[src/rtl/seg7_scan_controller.sv]
// seg7_scan_controller: time-multiplexed 7-segment scan with blanking gaps and frame-boundary double buffering.
// Define SEG_SCAN_LEADING_ZERO_BLANK_EN to keep leading-zero digits dark.
module seg7_scan_controller #(
   parameter int NUM_DIGITS     = 4,
   parameter int REFRESH_DIV    = 50000,
   parameter int BLANK_CYCLES   = 16,
   parameter int SEL_ACTIVE_LOW = 1
) (
   input  logic                    i_clk,
   input  logic                    i_rst_n,
   input  logic                    i_load_valid,
   input  logic [NUM_DIGITS*3-1:0] i_load_data,
   output logic                    o_load_ready,
   output logic [2:0]              o_digit_val,
   output logic [NUM_DIGITS-1:0]   o_digit_sel,
   output logic                    o_frame_done
);
   localparam int MAXC = (REFRESH_DIV > BLANK_CYCLES) ? REFRESH_DIV : BLANK_CYCLES;
   localparam int CW = $clog2(MAXC + 1);
   localparam int IW = $clog2(NUM_DIGITS);
   localparam int DW = NUM_DIGITS * 3;
   localparam logic [NUM_DIGITS-1:0] SEL_OFF = (SEL_ACTIVE_LOW != 0) ? '1 : '0;
   typedef enum logic {BLANK, DRIVE} state_t;
   state_t                state_q, state_d;
   logic [IW-1:0]         idx_q, idx_d;
   logic [CW-1:0]         cnt_q, cnt_d;
   logic [DW-1:0]         display_q, display_d, pending_q, pending_d;
   logic                  pend_full_q, pend_full_d;
   logic [2:0]            val_q, val_d;
   logic [NUM_DIGITS-1:0] sel_q, sel_d;
   logic                  frame_done_q, frame_done_d;
   logic                  slot_end, last, boundary, accept, drive_en;
   always_comb begin
      slot_end     = cnt_q == ((state_q == BLANK) ? CW'(BLANK_CYCLES - 1) : CW'(REFRESH_DIV - 1));
      last         = idx_q == IW'(NUM_DIGITS - 1);
      boundary     = (state_q == DRIVE) && slot_end && last;
      accept       = i_load_valid && !pend_full_q;
      state_d      = slot_end ? ((state_q == BLANK) ? DRIVE : BLANK) : state_q;
      cnt_d        = slot_end ? '0 : cnt_q + CW'(1);
      idx_d        = ((state_q == DRIVE) && slot_end) ? (last ? '0 : idx_q + IW'(1)) : idx_q;
      pending_d    = accept ? i_load_data : pending_q;
      display_d    = (boundary && pend_full_q) ? pending_q : display_q;
      pend_full_d  = accept ? 1'b1 : (boundary ? 1'b0 : pend_full_q);
      val_d        = display_d[3*int'(idx_d) +: 3];
      drive_en     = state_d == DRIVE;
`ifdef SEG_SCAN_LEADING_ZERO_BLANK_EN
      // Dark when this digit and every more-significant digit are zero; digit 0 always lit.
      drive_en     = drive_en && ((idx_d == '0) || ((display_d >> (3*int'(idx_d))) != '0));
`endif
      sel_d        = drive_en ? (SEL_OFF ^ (NUM_DIGITS'(1) << idx_d)) : SEL_OFF;
      frame_done_d = boundary;
   end
   always_ff @(posedge i_clk or negedge i_rst_n) begin
      if (!i_rst_n) begin
         state_q      <= BLANK;
         idx_q        <= '0;
         cnt_q        <= '0;
         display_q    <= '0;
         pending_q    <= '0;
         pend_full_q  <= 1'b0;
         val_q        <= '0;
         sel_q        <= SEL_OFF;
         frame_done_q <= 1'b0;
      end else begin
         state_q      <= state_d;
         idx_q        <= idx_d;
         cnt_q        <= cnt_d;
         display_q    <= display_d;
         pending_q    <= pending_d;
         pend_full_q  <= pend_full_d;
         val_q        <= val_d;
         sel_q        <= sel_d;
         frame_done_q <= frame_done_d;
      end
   end
   assign o_load_ready = ~pend_full_q;
   assign o_digit_val  = val_q;
   assign o_digit_sel  = sel_q;
   assign o_frame_done = frame_done_q;
endmodule

[config.mk]
export PLATFORM = sky130hd
export DESIGN_NAME = seg7_scan_controller
export DESIGN_NICKNAME = d
export VERILOG_FILES = /design/src/rtl/seg7_scan_controller.sv
export SDC_FILE = /design/constraint.sdc
export NUM_CORES = 1
export LEC_CHECK = 0
export ABC_AREA = 1
export BUFFER_PORTS_ARGS = -buffer_cell sky130_fd_sc_hd__buf_4
export CAP_MARGIN = 15
export CELL_PAD_IN_SITES_DETAIL_PLACEMENT = 0
export CELL_PAD_IN_SITES_GLOBAL_PLACEMENT = 1
export CORE_MARGIN = 1
export CORE_UTILIZATION = 47
export DETAILED_ROUTE_END_ITERATION = 10
export PLACE_DENSITY = 0.82
export SLEW_MARGIN = 30
export SYNTH_ARGS = -nofsm -noshare
export SYNTH_HDL_FRONTEND = slang
export SYNTH_SLANG_ARGS = --single-unit
[constraint.sdc]
create_clock -name i_clk -period 3.97 [get_ports i_clk]
set_clock_uncertainty 0.2 [all_clocks]
set_input_delay 0.397 -clock i_clk [delete_from_list [all_inputs] [get_ports i_clk]]
set_output_delay 0.397 -clock i_clk [all_outputs]
set_load 0.01 [all_outputs]
Yosys cells after proc, flatten, opt, wreduce, memory -nomap -nowiden
Cells that the tools add are included.
{"block": "word_totals", "ff_bits": 52, "inputBits": 15, "output_inout_bits": 9, "wordCells": 34}
{"block": "classes", "addsub": 2, "mul": 1, "n_eq_ne": 2, "n_shift": 2, "muxes": 10, "bitwise": 2, "n_reduce_logical": 6}
{"op": "$mux W16", "count": 2}
{"op": "$add A16 B1 Y16 const B", "count": 1}
{"op": "$eq A16 B16 Y1", "count": 1}
{"op": "$mux W12", "count": 1}
{"op": "$shiftx A12 B5 Y3", "count": 1}
{"op": "$logic_and A1 B1 Y1", "count": 4}
{"op": "$mul A2 B2 Y4 const A", "count": 1}
{"op": "$mux W1", "count": 4}
{"op": "$mux W2", "count": 2}
{"op": "$mux W4", "count": 1}
{"op": "$not A4 Y4", "count": 1}
{"op": "$shl A1 B2 Y4 const A", "count": 1}
{"op": "$add A2 B1 Y2 const B", "count": 1}
{"op": "$eq A2 B2 Y1 const B", "count": 1}
{"op": "$reduce_bool A2 Y1", "count": 1}
{"op": "$logic_not A1 Y1", "count": 1}
{"op": "$not A1 Y1", "count": 1}

Longest topological paths before layout
Gate-level depths: netlist of the first run.
{"block": "depth", "word_depth": 7, "mapped_depth": 13, "depth_no_buf": 13}

Least setup slack after synthesis of the first run
OpenSTA, ideal clock, no wires.
{"block": "synth_timing", "kind": "flip-flop to flip-flop", "start": "register cnt_q[0]", "end": "register val_q[0] (netlist: o_digit_val[0])", "setup_ns": 0.119, "arrival_time_ns": 1.763, "slack_ns": 1.889, "path_stages_with_launch": 13, "path_buffers": 1, "synth_period_minus_slack_ns": 2.081, "path_cell_list": "dfrtp_1 -> ha_1 -> nand2_1 -> nor2_4 -> nand3_1 -> nor2_1 -> ha_1 -> nand3_2 -> buf_6 -> o21ai_2 -> nor2_1 -> nor2_1 -> nand2_1"}
{"block": "synth_via", "elab_chain_cells": 6, "elab_cells_between_ends": 8}
{"element": "start, declared", "line": "26", "rtl": "logic [CW-1:0] cnt_q, cnt_d;"}
{"element": "start signal, assigned", "line": "67", "rtl": "cnt_q <= cnt_d;"}
{"element": "$eq A16 B16 Y1 *", "line": "34", "rtl": "slot_end = cnt_q == ((state_q == BLANK) ? CW'(BLANK_CYCLES - 1) : CW'(REFRESH_DIV - 1));"}
{"element": "$logic_and A1 B1 Y1 *", "line": "36, 40"}
{"element": "parallel branches: the longest is 3 deep, another holds $mul A2 B2 Y4"}
{"element": "$shiftx A12 B5 Y3 *", "line": "44", "rtl": "val_d = display_d[3*int'(idx_d) +: 3];"}
{"element": "net val_d[0]", "line": "29", "rtl": "logic [2:0] val_q, val_d;"}
{"element": "end signal, assigned", "line": "71", "rtl": "val_q <= val_d;"}
{"element": "end, declared", "line": "29"}
Mark *: on every way through the listed nets, which the timed path passes.
A chain may end at the register's enable or synchronous reset.

Worst setup path in the final report of the first run
{"block": "layout_timing", "start": "register cnt_q[0]", "end": "register val_q[2] (netlist: o_digit_val[2])"}
The elaborated chain is that of the path after synthesis.

==> results.json, run 1 <==
{
  "drive_above_1_share_pct": 17.7,
  "ctsHoldBuffers": 1,
  "drv_slew": 0,
  "dieArea_um2": 5680,
  "grt_pass1_vias": 1730,
  "cts_tree": "yes",
  "dp_hpwl_um": 3330,
  "sw_frac_of_total_pct": 20.3,
  "h-tree-depth": 2,
  "grt_pass1_wl_um": 7720,
  "insertion_delay_ps": 300,
  "clk_pin_slew_worst_paths_ps": 90,
  "antenna_found_initial": 0,
  "cp-end-kind": "flip-flop",
  "r2r-start": "cnt_q[0]$_DFF_PN0_",
  "grt_max_degree": 53,
  "cts_root_buf": "clkbuf_8",
  "rows": 26,
  "p_seq_share_pct": 58.8,
  "final_hold_viol_count": 0,
  "core_um2": 5140,
  "fmax_mhz": 385,
  "multi_input_area_um2": 956,
  "vias": 1862,
  "hp-class": "in2reg",
  "worstMarginPinSlew_ps": 664,
  "crit_family": "simple AND/OR/NAND/NOR gates",
  "nFillCells": 516,
  "crit_end": "o_digit_val[2]$_DFF_PN0_",
  "synth_warnings": 0,
  "clockBufferDepth": 2,
  "io_buffers": 23,
  "max_stage_delay_ps": 450,
  "worst_ep_required_time_ps": 3960,
  "seqCellArea_um2": 1310,
  "gp_congestion": 0.771,
  "drtAntennaViolNets": 0,
  "start_util_pct": 49.2,
  "cp_slowest_cell": "nand3_2",
  "netlist_area_um2": 2530,
  "drt-pass1-iter-count": 4,
  "critPathLaunchType": "flip-flop",
  "cp_max_fo": 22,
  "pwr-share-clk_pct": 37.5,
  "intPower_uw": 749,
  "die_y_um": 75.4,
  "post-cts-setup-buffers": 0,
  "reg2reg_depth": 11,
  "crit_start": "cnt_q[0]$_DFF_PN0_",
  "slew_headroom_pct": 55.7,
  "nets": 351,
  "synth_cells": 305,
  "rsz0062_at_grt": "no",
  "arrival_ps": 2590,
  "final_common_cell": "nand2_1",
  "worstSetupPathType": "reg2reg",
  "status": "complete, no violations",
  "reg2reg_slack_ps": 1370,
  "period_needed_ps": 2600,
  "ir_worst_vdd_mv": 0.218,
  "cp.depth": 11,
  "placed_area_um2": 2760,
  "first_iter_violations": 95,
  "final.period_utilization_pct": 65.4,
  "mostFrequentLayoutCells": "nand2_1 (75), inv_1 (62), nor2_1 (52)",
  "drc": 0,
  "synth-seq-cells": 52,
  "gr-total-overflow": 0,
  "ioPinCount": 24,
  "synth_nets": 323,
  "avgSynthCellArea_um2": 8.29,
  "totalWireLength_um": 4610,
  "die_w_um": 75.4,
  "grt_usage_pct": 18.5,
  "cts_buffers": 5,
  "r2r_end": "o_digit_val[2]$_DFF_PN0_",
  "n_antenna_cell": 0,
  "p_switching_uw": 191,
  "wl_per_cell_um": 11.4,
  "clkSinkCount": 52,
  "p_per_area_nw_per_um2": 327,
  "crit_chain": "ha_1 -> nand2_1 -> nor2_4 -> nand3_1 -> nor2_1 -> ha_1 -> nand3_2 -> o21ai_2 -> nor2_1 -> nor2_1 -> nand2_1",
  "max_cap_violations": 0,
  "cts_resized": 0,
  "fin_setup_tns_ps": 0,
  "setup_viol_count_final": 0,
  "synth_cell_types": 24,
  "power.leakage_uw": 0.00165,
  "area_growth_syn_to_layout_pct": 13.8,
  "path_common_cell": "nor2_1",
  "viasPerCell": 4.61,
  "crit_buf_inv": 0,
  "ys_seq_area_share_pct": 51.7,
  "power_frac_comb_pct": 3.7,
  "final_area_um2": 2880
}
## flip-flops by register name (all words and copies together) (netlist names)
register,count
cnt_q,16
display_q,12
idx_q,2
o_digit_sel,4
o_digit_val,3
o_frame_done,1
pend_full_q,1
pending_q,12
state_q,1
## cells by family (layout without fill, tap and decap cells)
| group | count (synthesis) | count (layout) | share of synthesized area [%] |
|---|---|---|---|
| simple gates | 150 | 150 | 24.4 |
| buf+inv | 66 | 95 | 10.5 |
| flops | 52 | 52 | 51.7 |
| compound gates | 18 | 18 | 5.49 |
| mux | 9 | 9 | 4.01 |
| xor+xnor | 7 | 7 | 2.42 |
| fa+ha+maj | 3 | 3 | 1.48 |
## per-stage QoR
step	total power (uW)	hold slack, ps	utilization, %	instances	setup slack, ps
2_1_floorplan	573	-98.6	-	305	1890
3_3_place_gp	598	276	53.7	395	1420
3_5_place_dp	599	273	53.7	395	1370
4_1_cts	957	107	56.0	404	1350
5_1_grt	988	104	56.0	404	1070
6_report	940	119	56.0	404	1370
## layout make-up
| cell class | instances | area share, % |
|---|---|---|
| sequential | 52 | 45.4 |
| timing repair buffer | 24 | 6.35 |
| tap | 70 | 3.04 |
| clock buffer | 6 | 2.52 |
| clock inverter | 2 | 1.22 |
| inverter | 63 | 8.22 |
| multi-input combinational | 187 | 33.2 |
## synthesized netlist by cell type
cell type  instances  area share (%)
nand2_1           75              11
inv_1             62             9.2
nor2_1            52             7.7
dfrtp_1           48              48
nand3_1           14             2.8
mux2_2             9             4.0
o21ai_2            9             3.1
xor2_1             6             2.1
a21oi_1            4            0.79
dfstp_2            4             4.2
ha_1               3             1.5
nand4_1            3            0.74
buf_6              2            0.89
nand2_2            2            0.49
nand3_2            2            0.79
o21ai_0            2            0.40
a31oi_1            1            0.25
buf_4              1            0.30
inv_2              1            0.15
nand3b_1           1            0.30
nor2_4             1            0.45
o21ai_4            1            0.64
o21bai_1           1            0.30
xnor2_1            1            0.35
## metal layers
layer / GRT usage [%] / vias up / share of wire, % / wire (um)
li1: - / 970 / - / -
met1: 23.7 / 855 / 46 / 2130
met2: 31.4 / 30 / 50 / 2290
met3: 3.57 / 7 / 2.9 / 133
met4: 6.79 / 0 / 1.4 / 63
met5: 0 / - / 0 / 0
## worst min-delay path by stage
stage	start	to	cells after the start
final	i_load_data[5]	pending_q[5]$_DFFE_PN0P_	2
after detailed placement	i_rst_n	cnt_q[13]$_DFF_PN0_	1
after CTS	i_load_data[5]	pending_q[5]$_DFFE_PN0P_	2
after floorplan	i_rst_n	cnt_q[0]$_DFF_PN0_	0
after global routing	i_load_data[5]	pending_q[5]$_DFFE_PN0P_	2
after global placement	i_rst_n	cnt_q[9]$_DFF_PN0_	1
## power groups by stage
stage	Sequential [uW]	Combinational (uW)	Clock (uW)
5_1_grt	555	39.7	393
6_report	553	34.6	352
2_1_floorplan	561	12.6	0
3_3_place_gp	563	34.3	0
4_1_cts	554	36.1	368
3_5_place_dp	564	35.3	0
(Power assumes the default switching activity.)
==> inputs of run 2 (changes only) <==
- ABC_AREA: 1 -> 0
- CORE_UTILIZATION: 47 -> 42
- PLACE_DENSITY: 0.82 -> 0.73
- clock period: 3.97 -> 2.3 ns (I/O delays scaled with it)
==> results.json, run 2 <==
{
  "yosys.area.top_type": "dfrtp_1",
  "power.leakage_uw": 0.00139,
  "r2r_end": "o_digit_val[0]$_DFF_PN0_",
  "grt_pass1_vias": 1560,
  "vias": 1552,
  "drv_slew": 0,
  "yosysTopAreaCellShare_pct": 54.4,
  "io_buffers": 23,
  "dpl.cell_count": 281,
  "cp_slowest_cell": "dfrtp_1",
  "drtAntennaViolNets": 0,
  "cp-end-kind": "flip-flop",
  "synth_cell_types": 34,
  "start_util_pct": 43.5,
  "viasPerCell": 5.06,
  "critPathLaunchType": "flip-flop",
  "p_per_area_nw_per_um2": 557,
  "crit_family": "simple AND/OR/NAND/NOR gates",
  "synth_warnings": 0,
  "worst_ep_required_time_ps": 2290,
  "slew_headroom_pct": 57.3,
  "violations": "negative setup slack",
  "n_antenna_cell": 0,
  "netlist_area_um2": 2210,
  "die_w_um": 74.5,
  "cts_tree": "yes",
  "crit_chain": "nor4_2 -> nand2_1 -> nor3_4 -> ha_4 -> nand3_2 -> mux2_2 -> o221a_1",
  "yosys.area_share.xor_xnor_pct": 5.16,
  "synth_top_family_by_area": "multiplexers",
  "dp_hpwl_um": 3090,
  "drt-pass1-iter-count": 4,
  "setup_viol_count_final": 3,
  "clkSinkCount": 52,
  "timing.hold.ws_ps": 281,
  "avgSynthCellArea_um2": 12.8,
  "rows": 26,
  "gr-total-overflow": 0,
  "nets": 254,
  "grt_usage_pct": 18.3,
  "max_cap_violations": 0,
  "cp_max_fo": 6,
  "nFillCells": 458,
  "period_needed_ps": 2350,
  "fin_util_pct": 58.4,
  "mostFrequentLayoutCells": "dfrtp_1 (48), buf_4 (44), mux2_2 (18)",
  "p_total_uw": 1650,
  "clockBufferDepth": 2,
  "regMostFlops": "cnt_q",
  "drive_above_1_share_pct": 40.1,
  "yosys.area_share.simple_pct": 12.3,
  "clk_pin_slew_worst_paths_ps": 90,
  "largest_reg_flops": 16,
  "ys_seq_area_share_pct": 59.2,
  "hp-class": "in2async",
  "r2r-start": "cnt_q[7]$_DFF_PN0_",
  "grt_max_degree": 53,
  "cts_root_buf": "clkbuf_8",
  "synth-seq-cells": 52,
  "finalNonFillerCells": 307,
  "ys_top_cells_by_area": "dfrtp_1 (54%), mux2_2 (9.2%), dfstp_2 (4.8%)",
  "final.period_utilization_pct": 102,
  "antenna_found_initial": 0,
  "worstMarginPinSlew_ps": 640,
  "h-tree-depth": 2,
  "grt_pass1_wl_um": 7400,
  "ir_worst_vdd_mv": 0.337,
  "first_iter_violations": 104,
  "reg2reg_depth": 7,
  "max_stage_delay_ps": 410,
  "fmax_mhz": 426,
  "yosys.area_share.adder_pct": 1.70,
  "synth_nets": 191,
  "arrival_ps": 2340,
  "dieArea_um2": 5550,
  "crit_buf_inv": 0,
  "cts_buffers": 5,
  "die_y_um": 74.5,
  "synth-edff-count": 0,
  "reg2reg_slack_ps": -50,
  "core_um2": 5070,
  "synth_common_cells": "dfrtp_1 (48), mux2_2 (18), nor2_1 (14)",
  "setup_slack_ps": -47.7,
  "status": "finished, violations left",
  "ys.flop_type": "dfrtp_1",
  "insertion_delay_ps": 300,
  "synth_cells": 173,
  "wl_per_cell_um": 14.8,
  "rsz0062_at_grt": "yes",
  "placed_area_um2": 2610,
  "drc": 0,
  "area_growth_syn_to_layout_pct": 34.4,
  "worstSetupPathType": "reg2reg",
  "totalWireLength_um": 4550,
  "yosysMostFrequentCell": "dfrtp_1",
  "final_common_cell": "dfrtp_1",
  "largestRegisters": "cnt_q x16, display_q x12, pending_q x12",
  "final_hold_viol_count": 0,
  "synthMuxAreaShare_pct": 12.4,
  "gp_congestion": 0.765,
  "crit_start": "cnt_q[7]$_DFF_PN0_",
  "synth-compound-area-share_pct": 6.41,
  "final_area_um2": 2970,
  "synthArstFlopShare_pct": 100,
  "ioPinCount": 24
}
run 2: cell types whose count changed after synthesis, sizes merged, moves of 4 or more:
| cell | change |
|---|---|
| nand3 | -9 |
| o21ai | -11 |
| inv | -53 |
| nand2 | -69 |
| mux2i | +4 |
| nor2 | -39 |
| mux2 | +11 |
| nor3 | +5 |
| xnor2 | +9 |
run 2: cells by family (layout without fill, tap and decap cells):
logic type                 Yosys count  after routing
DFF                                 52             52
AOI/OAI and AO/OA                   17             17
muxes                               24             24
buffers and inverters               14             77
adders and majority gates            3              3
xor gates and xnor gates            13             13
and+or+nand+nor                     50             51
run 2: worst register-to-register path, delay by kind of cell (launching register included):
family | cells | cell delay, ps
AOI/OAI and AO/OA | 1 | 220
adders and majority gates | 1 | 200
DFF | 1 | 410
muxes | 1 | 360
and+or+nand+nor | 4 | 860
run 2: area by class of cell:
| type | count | area [um2] | share of cell area, % |
|---|---|---|---|
| sequential | 52 | 1310 | 44.1 |
| multi-input combinational | 108 | 941 | 31.7 |
| timing repair buffer | 59 | 482 | 16.2 |
| tap | 70 | 87.6 | 2.95 |
| clock buffer | 5 | 68.8 | 2.32 |
| clock inverter | 3 | 42.5 | 1.43 |
| inverter | 10 | 37.5 | 1.27 |
run 2: repair_timing:
item,in CTS,in global routing
setup buffers,2,1
hold buffers,14,0
pin swaps,6,3
endpoints found under the setup margin,4,6
resized for setup,7,4
endpoints found under the hold margin,61,0
gates cloned,1,0
run 2: per-layer routing:
metal	vias to the layer above	share of wire [%]	GRT usage, %
met5	-	0	0
met4	0	1.4	6.29
met3	6	2.8	4.47
met2	23	52	31.0
met1	790	44	23.0
li1	733	-	-
run 2: worst max-delay path by stage:
stage,to,slack (ps),cells past startpoint
3_3_place_gp,o_digit_val[2]$_DFF_PN0_,-60,9
2_1_floorplan,o_digit_val[0]$_DFF_PN0_,-110,8
3_5_place_dp,o_digit_val[0]$_DFF_PN0_,-150,9
4_1_cts,o_digit_val[2]$_DFF_PN0_,-60,9
5_1_grt,o_digit_val[0]$_DFF_PN0_,-120,8
6_report,o_digit_val[0]$_DFF_PN0_,-50,7
run 2: power by group:
part           internal (uW)  leakage [uW]  switching, uW
combinational           50.5      0.000666           29.2
clock                    322     0.0000541            294
sequential               941      0.000670           14.9
total                   1310       0.00139            338
run 2: through the flow:
stage	setup slack, ps	TNS [ps]
floorplan	-114	-264
global placement	-58.8	-135
detailed placement	-152	-462
CTS	-55.4	-131
global route	-123	-428
finish	-47.7	-120
